<file path="config.mk">
export PLATFORM = sky130hd
export DESIGN_NAME = ahb_transfer_ctrl
export DESIGN_NICKNAME = d
export VERILOG_FILES = /design/src/rtl/ahb_transfer_ctrl.sv
export SDC_FILE = /design/constraint.sdc
export NUM_CORES = 1
export LEC_CHECK = 0
export CAP_MARGIN = 20
export CORE_UTILIZATION = 40
export DETAILED_ROUTE_END_ITERATION = 10
export GPL_TIMING_DRIVEN = 0
export PLACE_DENSITY = 0.75
export SYNTH_ARGS = -nofsm -noshare
export SYNTH_HDL_FRONTEND = slang
export SYNTH_SLANG_ARGS = --single-unit
</file>
<file path="constraint.sdc">
create_clock -name clk -period 3.2 [get_ports clk]
set_clock_uncertainty 0.15 [all_clocks]
set_input_delay 0.64 -clock clk [delete_from_list [all_inputs] [get_ports clk]]
set_output_delay 0.64 -clock clk [all_outputs]
set_load 0.01 [all_outputs]
</file>
<file path="src/rtl/ahb_transfer_ctrl.sv">
// ahb_transfer_ctrl
//   AHB-Lite slave front end for the data-buffer peripheral. It captures the
//   address phase into haddr_reg/hsize_reg/hwrite_reg, screens each transfer
//   for size/alignment/map/read-only errors, stalls writes while the data
//   buffer is full (bounded by MAX_WAIT), and produces the two-cycle ERROR
//   response.
//
//   Ports:
//     clk, rst          - clock, synchronous active-high reset
//     hsel, htrans,
//     haddr, hsize,
//     hwrite, hready    - AHB-Lite address phase inputs
//     buffer_full       - data buffer cannot accept a write
//     haddr_reg,
//     hsize_reg,
//     hwrite_reg        - captured address phase, feeds the address decoder
//     data_valid        - one-cycle commit strobe for the captured transfer
//     hreadyout, hresp  - slave ready and ERROR response
module ahb_transfer_ctrl #(
  parameter int unsigned MAX_WAIT = 16
) (
  input  logic       clk,
  input  logic       rst,
  input  logic       hsel,
  input  logic [1:0] htrans,
  input  logic [3:0] haddr,
  input  logic [1:0] hsize,
  input  logic       hwrite,
  input  logic       hready,
  input  logic       buffer_full,
  output logic [3:0] haddr_reg,
  output logic [1:0] hsize_reg,
  output logic       hwrite_reg,
  output logic       data_valid,
  output logic       hreadyout,
  output logic       hresp
);

  typedef enum logic [2:0] {
    ST_IDLE,
    ST_DATA,
    ST_WAIT,
    ST_ERR1,
    ST_ERR2
  } state_t;

  state_t     state;
  state_t     nxt;
  logic [7:0] wait_cnt;
  logic       capture;
  logic       bad;
  logic       stall;
  logic       expired;

  // htrans[0] only separates SEQ from NONSEQ (or BUSY from IDLE); not needed here
  logic unused_htrans0;
  assign unused_htrans0 = htrans[0];

  always_comb begin
    capture = 1'b0;
    if (state == ST_IDLE || state == ST_DATA || state == ST_ERR2)
      capture = hsel && htrans[1] && hready && hreadyout;

    bad = (hsize == 2'd3)
        || (hsize == 2'd1 && haddr[0])
        || (hsize == 2'd2 && haddr[1:0] != 2'b00)
        || (haddr inside {4'h9, 4'hA, 4'hB, 4'hE, 4'hF})
        || (hwrite && (haddr inside {[4'h4:4'h8]}));

    stall   = hwrite && (haddr <= 4'd3) && buffer_full;
    expired = (wait_cnt == 8'(MAX_WAIT - 1));

    nxt = state;
    case (state)
      ST_IDLE, ST_DATA, ST_ERR2: begin
        if (capture) begin
          if (bad)        nxt = ST_ERR1;
          else if (stall) nxt = ST_WAIT;
          else            nxt = ST_DATA;
        end else begin
          nxt = ST_IDLE;
        end
      end
      // buffer draining takes priority over timeout on the same cycle
      ST_WAIT: begin
        if (!buffer_full)  nxt = ST_DATA;
        else if (expired)  nxt = ST_ERR1;
        else               nxt = ST_WAIT;
      end
      ST_ERR1: nxt = ST_ERR2;
      default: nxt = ST_IDLE;
    endcase
  end

  // Outputs are registered from the next state so they line up with it
  always_ff @(posedge clk) begin
    if (rst) begin
      state      <= ST_IDLE;
      haddr_reg  <= '0;
      hsize_reg  <= '0;
      hwrite_reg <= 1'b0;
      data_valid <= 1'b0;
      hreadyout  <= 1'b1;
      hresp      <= 1'b0;
      wait_cnt   <= '0;
    end else begin
      state      <= nxt;
      data_valid <= (nxt == ST_DATA);
      hreadyout  <= (nxt != ST_WAIT) && (nxt != ST_ERR1);
      hresp      <= (nxt == ST_ERR1) || (nxt == ST_ERR2);

      if (capture) begin
        haddr_reg  <= haddr;
        hsize_reg  <= hsize;
        hwrite_reg <= hwrite;
      end

      // cleared on entry to WAIT, counts each further stalled cycle
      if (nxt == ST_WAIT)
        wait_cnt <= (state == ST_WAIT) ? wait_cnt + 8'd1 : '0;
    end
  end

endmodule

</file>
After elaboration in Yosys (flattened, before gate mapping)
Index checks and enable logic that the tools add are counted.
{ "totals": {"reg_bits": 21} }
{ "op_classes": {"add_sub_neg": 1, "order_cmp": 3, "eq_ne": 19, "n_mux": 8, "n_reduce_logical": 21} }
{ "ops": {"columns": ["operator", "n"], "rows": [
  ["$eq A4 B4 Y1 const B", 5],
  ["$eq A3 B2 Y1 const B", 4],
  ["$logic_and A1 B1 Y1", 10],
  ["$pmux W3 S3", 1],
  ["$add A8 B1 Y8 const B", 1],
  ["$eq A8 B4 Y1 const B", 1],
  ["$mux W8", 1],
  ["$logic_or A1 B1 Y1", 7],
  ["$eq A3 B1 Y1 const B", 2],
  ["$eq A3 B3 Y1 const B", 2],
  ["$mux W2", 3],
  ["$ne A3 B2 Y1 const B", 2],
  ["$reduce_bool A5 Y1", 1],
  ["$eq A2 B2 Y1 const B", 2],
  ["$ge A4 B3 Y1 const B", 1],
  ["$le A4 B2 Y1 const B", 1],
  ["$le A4 B4 Y1 const B", 1],
  ["$logic_not A3 Y1", 1],
  ["$mux W3", 1],
  ["$reduce_or A3 Y1", 1],
  ["$eq A2 B1 Y1 const B", 1],
  ["$mux W1", 2],
  ["$reduce_bool A2 Y1", 1]
]} }

Depth between registers and ports, before layout
Gate-level depths: netlist of the first run.
{ "depth": {"word_depth": 11, "depth_mapped": 6, "mapped_depth_nobuf": 5} }

Worst setup path before layout of the first run
Ideal clock, no wire load.
{ "synth_timing": {"path_type": "input port to flip-flop", "start": "in hready", "end": "reg wait_cnt[6]", "t_arrival_ns": 1.750, "required_ns": 2.927, "setup_slack_ns": 1.178, "stages": 5, "path_cell_list": "and4b_1 > nand2_2 > o211a_1 > buf_6 > a221o_2"} }
{ "synth_via": {"elab_chain_len": 6} }
{ "synth_rtl": {"columns": ["element", "line_no", "rtl"], "rows": [
  ["from (decl)", "29", "input logic hready,"],
  ["$logic_and A1 B1 Y1 (2 in a row)", "62", "capture = hsel && htrans[1] && hready && hreadyout;"],
  ["$mux W1", "61", "if (state == ST_IDLE || state == ST_DATA || state == ST_ERR2)"],
  ["$mux W3", "76", "if (capture) begin"],
  ["$pmux W3 S3", "74", "case (state)"],
  ["$eq A3 B2 Y1", "119", "if (nxt == ST_WAIT)"],
  ["to (signal assigned)", "120", "wait_cnt <= (state == ST_WAIT) ? wait_cnt + 8'd1 : '0;"],
  ["to (decl)", "49", "logic [7:0] wait_cnt;"]
]} }
Every way passes these cells.
A chain may end at the register's enable or synchronous reset.

Worst setup path after layout of the first run
{ "layout_timing": {"start": "in buffer_full", "end": "reg wait_cnt[7]"} }
{ "layout_via": {"elab_chain_len": 6, "word_cells_on_any_way": 7} }
{ "layout_rtl": {"columns": ["element", "line_no", "rtl"], "rows": [
  ["from (decl)", "30", "input logic buffer_full,"],
  ["$logic_and A1 B1 Y1", "70", "stall = hwrite && (haddr <= 4'd3) && buffer_full;"],
  ["$mux W2", "78", "else if (stall) nxt = ST_WAIT;"],
  ["$mux W2", "77", "if (bad) nxt = ST_ERR1;"],
  ["$mux W3", "76", null],
  ["$pmux W3 S3 (*)", "74", null],
  ["$eq A3 B2 Y1 (*)", "119", null]
]} }
Mark *: on every way between the ends. The rest lies on a longest branch, timed or not.

==> impl_metrics.csv, run 1 <==
group,metric,value,unit
status,status,"completed",
placement,placed_cells,148,
cts,worst_skew_pair.late_latency,0.29,ns
worst_setup_path,critPathMaxStageDelay,0.57,ns
power,p_switching,103,uW
global_routing,grt_pass1_vias,752,
routing,drt-total-wl,2.06,mm
cts,h-tree-depth,1,
power,p_sw_frac,0.228,
yosys,ys_ff_latch,21,
die,rows,17,
global_routing,grt_pass1_wl,3.26,mm
routing,drt_pass1_iterations,4,
sta,hold_slack,0.361,ns
yosys,synth_cell_types,40,
sta,setup_violations,0,
global_routing,grt_overflow_total,0,
sta,slew_viol_final,0,
cts,cts_resized,0,
power,clkPwrFrac,0.272,
placement,port_buffers,21,
die,initial_core_util,0.430,
yosys,synth-edff-count,0,
cts,clockBufferDepth,2,
yosys,synth_top_area_cell,"dfxtp_1",
finish,largest_register_ff_count,8,
sta,hold_viol,0,
sta,fin_tns_setup,0,ns
finish,layout.cells.non_filler,152,
worst_setup_path,cp_max_fo,9,
global_routing,track_usage,0.166,
routing,initialDrtViolationCount,14,
cts,cts_tree,"built",
sta,fmax,0.409,GHz
worst_setup_path,critPathBufInv,2,
sta,slew_headroom,0.518,
worst_setup_path,cp-end-kind,"flop",
die,die_x,51.2,um
worst_setup_path,crit_path_start,"buffer_full",
placement,dpl.hpwl,1.53,mm
power,ir_worst_vdd,0.184,mV
yosys,synth.area.top_cells,"dfxtp_1, mux2i_1, a221o_2",
yosys,syn_area,968,um^2
routing,route.detailed.drc,0,
worst_setup_path,crit_family,"compound AO/OA/AOI/OAI gates",
yosys,synth_top_area_share,0.434,
placement,place_congestion,0.841,
die,io_pins,24,
finish,drive_above_1_share,0.145,
routing,via_per_inst,5.55,
sta,rsz0062_at_grt,"false",
global_routing,antenna_found_initial,0,
finish,synthToLayoutAreaGrowth,28.0,%
worst_setup_path,cp_data_arrival_time,2.49,ns
cts,clk_pin_slew,0.11,ns
cts,numCtsBuffers,3,
cts,cts-root-buf,"clkbuf_4",
worst_hold_path,hold_path_class,"reg2reg",
power,p_int,348,uW
worst_setup_path,worstPathCellList,"clkdlybuf4s50_1 > nor4bb_1 > o21ai_0 > o211a_1 > buf_6 > a221o_2",
power,p_comb_frac,0.129,
die,fp.dieH,51.2,um
die,dieArea,0.00262,mm^2
cts,post_cts_buffers,0,
worst_setup_path,required,3.24,ns
yosys,yosys_warnings,0,
sta,fin_crit_sh,0.765,
die,core,0.00225,mm^2
yosys,synthFlopType,"dfxtp_1",
power,power.density,364,mW/mm^2
routing,wire_per_inst,13.6,um
yosys,synthArstFlopShare,0,
sta,tightest_slew,0.722,ns
power,p_seq_frac,0.599,
flow_run,cap_violations,0,
yosys,syn_nets,114,
yosys,synth_cells,99,
worst_hold_path,min_from,"hwrite_reg",
yosys,yosysSeqAreaShare,0.434,
cts,cts_hold_buf,0,
sta,final.min_clock_period,2.45,ns
worst_setup_path,start_kind,"primary input",
yosys,avgSynthCellArea,9.78,um^2
power,p_leak,0.000527,uW
worst_setup_path,cpMaxStageDelayCell,"clkdlybuf4s50_1",
global_routing,grt_max_degree,12,
cts,clock_sinks,21,
finish,diodes,0,
worst_setup_path,worst-setup-path-type,"in2reg",
worst_setup_path,reg2reg_from,"state[0]",
routing,ant_nets,0,
routing,vias,843,
finish,num-nets-final,140,
## metrics by stage
stage / cell area, um^2 / util / worst slack (ns) / power (uW)
3_3_place_gp: 1210 / 0.538 / 0.536 / 333
5_1_grt: 1240 / 0.550 / 0.717 / 474
3_5_place_dp: 1210 / 0.538 / 0.475 / 334
2_1_floorplan: 968 / - / 1.18 / 303
6_report: 1240 / 0.550 / 0.753 / 451
4_1_cts: 1240 / 0.550 / 0.794 / 456
## placed cells by master, fill, tap and decap left out, types with 2 or more instances in the layout
master / count
a21oi_1: 2
a221o_2: 5
clkbuf_1: 2
clkbuf_4: 3
clkdlybuf4s50_1: 21
dfxtp_1: 21
mux2i_1: 7
nand2_1: 6
nand3_1: 2
nor2_1: 15
nor3_1: 3
nor4_1: 2
o211a_1: 2
o21a_1: 2
o21ai_0: 4
## cells by family (layout without fill, tap and decap cells)
| family | count (synthesis) | count (layout) | synth area share |
|---|---|---|---|
| adder cells (fa/ha/maj) | 1 | 1 | 0.0129 |
| flip-flops | 21 | 21 | 0.434 |
| multiplexers | 8 | 8 | 0.0840 |
| AO/OA/AOI/OAI | 25 | 25 | 0.221 |
| buffers and inverters | 3 | 28 | 0.0194 |
| AND/OR/NAND/NOR | 41 | 41 | 0.229 |
## power by group through the flow
stage	logic, uW	clock network, uW	registers [uW]
6_report	58.1	123	270
5_1_grt	63.2	139	271
3_5_place_dp	57.9	0	276
2_1_floorplan	25.1	0	278
4_1_cts	58.2	128	270
3_3_place_gp	56.7	0	276
## synth_stat cells (all sizes together), types with 2 or more instances
master  instances
and3            2
nand2           7
nor2           15
nor3            3
a21oi           2
nor4            2
a221o           6
o21ai           4
nand3           2
o211a           3
o21a            2
mux2i           7
dfxtp          21
## metal layers
metal,global-route usage,up-vias,part of all wire,routed length (um)
met1,0.197,400,0.44,910
met3,0.0327,2,0.051,106
met2,0.294,17,0.50,1030
met5,0,-,0,0
li1,-,424,-,-
met4,0.0556,0,0.0058,12
## cell type report
class                      instances  area [um^2]
buffer                             2         15.0
tap                               28         35.0
inverter                           1         3.75
clock buffer                       4         26.3
sequential                        21          420
multi-input combinational         75          529
timing repair buffer              21          210
fill                             205         1010
## tightest hold or removal path, cell delays in order, from the launching register on
cell     delay, ns
dfxtp_1       0.34
mux2i_1       0.07
nor2_1        0.07
## path summary, 6_finish.rpt
check | depth (start not counted) | end | slack (ns)
setup / recovery | 6 | wait_cnt[7] | 0.75
hold / removal | 2 | hwrite_reg | 0.36
setup reg to reg | 5 | wait_cnt[7] | 1.20
hold reg to reg | 2 | hwrite_reg | 0.36
Power figures use the tool's default switching activity.
==> run 2: changes to the inputs <==
Settings changed: PLACE_DENSITY 0.75 to 0.78.
Clock period 3.2 ns to 2 ns, I/O delays scaled along.
==> run 2 against run 1 <==
Register-to-register slack lost 1.1 ns. Cell area up 2.9%. Power increased by 63%. Global-route usage increased by 1.1 points. Hold slack got worse by 0.060 ns. First-iteration DRC count rose by 50%. Utilization rose by 1.6 points. Wire length grew 8.4%.
==> impl_metrics.csv, run 2 (synthesized netlist as in run 1, its figures left out) <==
group,metric,value,unit
finish,drive_above_1_share,0.189,
finish,num-nets-final,143,
finish,layout.cells.non_filler,155,
worst_setup_path,r2r_end,"wait_cnt[2]",
sta,fin_crit_sh,0.989,
routing,wire_per_inst,14.4,um
worst_hold_path,hold_path_class,"in2reg",
die,die_x,51.2,um
sta,fmax,0.505,GHz
cts,worst_skew_pair.late_latency,0.30,ns
die,fp.dieH,51.2,um
finish,diodes,0,
sta,slew_headroom,0.525,
sta,hold_viol,0,
finish,largest_register_ff_count,8,
worst_hold_path,worstHoldEndpoint,"hwrite_reg",
power,ir_worst_vdd,0.320,mV
finish,fillers,212,
worst_setup_path,required,2.05,ns
global_routing,track_usage,0.177,
power,power.density,577,mW/mm^2
die,io_pins,24,
cts,clock_sinks,21,
routing,drt_pass1_iterations,4,
die,dieArea,0.00262,mm^2
placement,port_buffers,21,
placement,place_congestion,0.774,
finish,final_cell_mix,"dfxtp_1, clkdlybuf4s50_1, nor2_1",
worst_hold_path,min_from,"rst",
global_routing,grt_pass1_wl,3.45,mm
global_routing,grt_overflow_total,0,
cts,numCtsBuffers,3,
routing,met2WireLength,1.11,mm
placement,placed_cells,148,
routing,highest_layer,"met3",
routing,wl_met3,108,um
routing,drt-total-wl,2.24,mm
worst_setup_path,r2r_slack,0.09,ns
worst_setup_path,rr_worst_depth,4,
routing,vias,874,
sta,setup_violations,0,
die,core,0.00225,mm^2
finish,synthToLayoutAreaGrowth,31.8,%
cts,clockBufferDepth,2,
worst_setup_path,reg2reg_from,"wait_cnt[5]",
sta,slew_viol_final,0,
routing,route.detailed.drc,0,
global_routing,grt_pass1_vias,804,
global_routing,antenna_found_initial,0,
routing,initialDrtViolationCount,21,
worst_setup_path,cp-end-kind,"flop",
status,status,"completed",
routing,via_per_inst,5.64,
flow_run,cap_violations,0,
worst_hold_path,hold_path_depth,2,
cts,cts_tree,"built",
sta,final.min_clock_period,1.98,ns
routing,drt-met1-wl,1.01,mm
worst_setup_path,worst-setup-path-type,"in2reg",
finish,final_common_cell,"dfxtp_1",
sta,tightest_slew,0.711,ns
cts,cts-root-buf,"clkbuf_4",
cts,h-tree-depth,1,
global_routing,grt_max_degree,13,
die,initial_core_util,0.430,
worst_setup_path,cp_max_fo,9,
sta,rsz0062_at_grt,"false",
cts,cts_hold_buf,0,
cts,clk_pin_slew,0.12,ns
routing,ant_nets,0,
worst_setup_path,cp_data_arrival_time,2.03,ns
power,p_leak,0.000555,uW
finish,finish.utilization,0.566,
placement,dpl.hpwl,1.58,mm
worst_setup_path,start_kind,"primary input",
die,rows,17,
sta,hold_slack,0.301,ns
==> run 2: through the flow <==
stage / setup WS (ns) / total power, uW / area, um^2 / setup TNS [ns]
finish: 0.0211 / 737 / 1280 / 0
global route: 0.00330 / 768 / 1280 / 0
CTS: 0.00433 / 739 / 1240 / 0
detailed placement: -0.472 / 534 / 1210 / -3.75
global placement: -0.420 / 532 / 1210 / -3.26
floorplan: 0.153 / 485 / 968 / 0
==> run 2: timing repair <==
action / 4_1_cts / 5_1_grt
setup buffers: 0 / 3
endpoints found under the setup margin: 7 / 6
pin swaps: 0 / 1
resized for setup: 3 / 4
==> run 2: worst max-delay path by stage <==
stage	to	start	depth (start not counted)	slack, ns
6_report	wait_cnt[3]	haddr[2]	6	0.02
5_1_grt	wait_cnt[3]	hwrite	6	0.003
4_1_cts	wait_cnt[3]	haddr[2]	6	0.004
3_5_place_dp	wait_cnt[3]	buffer_full	6	-0.47
3_3_place_gp	wait_cnt[5]	buffer_full	6	-0.42
2_1_floorplan	wait_cnt[6]	hreadyout	5	0.15
==> run 2: where the power goes <==
| group | switching, uW | total [uW] | internal (uW) | leakage, uW |
|---|---|---|---|---|
| logic | 41.6 | 96.4 | 54.9 | 0.000367 |
| registers | 5.65 | 433 | 427 | 0.000170 |
| clock network | 133 | 207 | 74.5 | 0.0000177 |
==> run 2: layout make-up <==
class / count / area (um^2) / area share
Clock buffer: 3 / 22.5 / 0.0176
Inverter: 1 / 3.75 / 0.00294
Sequential cell: 21 / 420 / 0.329
Tap cell: 28 / 35.0 / 0.0275
Clock inverter: 1 / 5.00 / 0.00392
Timing Repair Buffer: 24 / 234 / 0.183
Buffer: 2 / 15.0 / 0.0118
Multi-Input combinational cell: 75 / 541 / 0.424
==> run 2: worst max-delay path, cell delays in order <==
cell	delay, ns
clkdlybuf4s50_1	0.47
nor4bb_1	0.27
o21ai_1	0.14
o211a_1	0.23
buf_6	0.14
a221o_2	0.38
==> run 2: per-layer routing <==
layer	up-vias	global-route usage
met5	-	0
met1	419	0.205
met2	26	0.320
met3	0	0.0268
li1	429	-
met4	0	0.0694
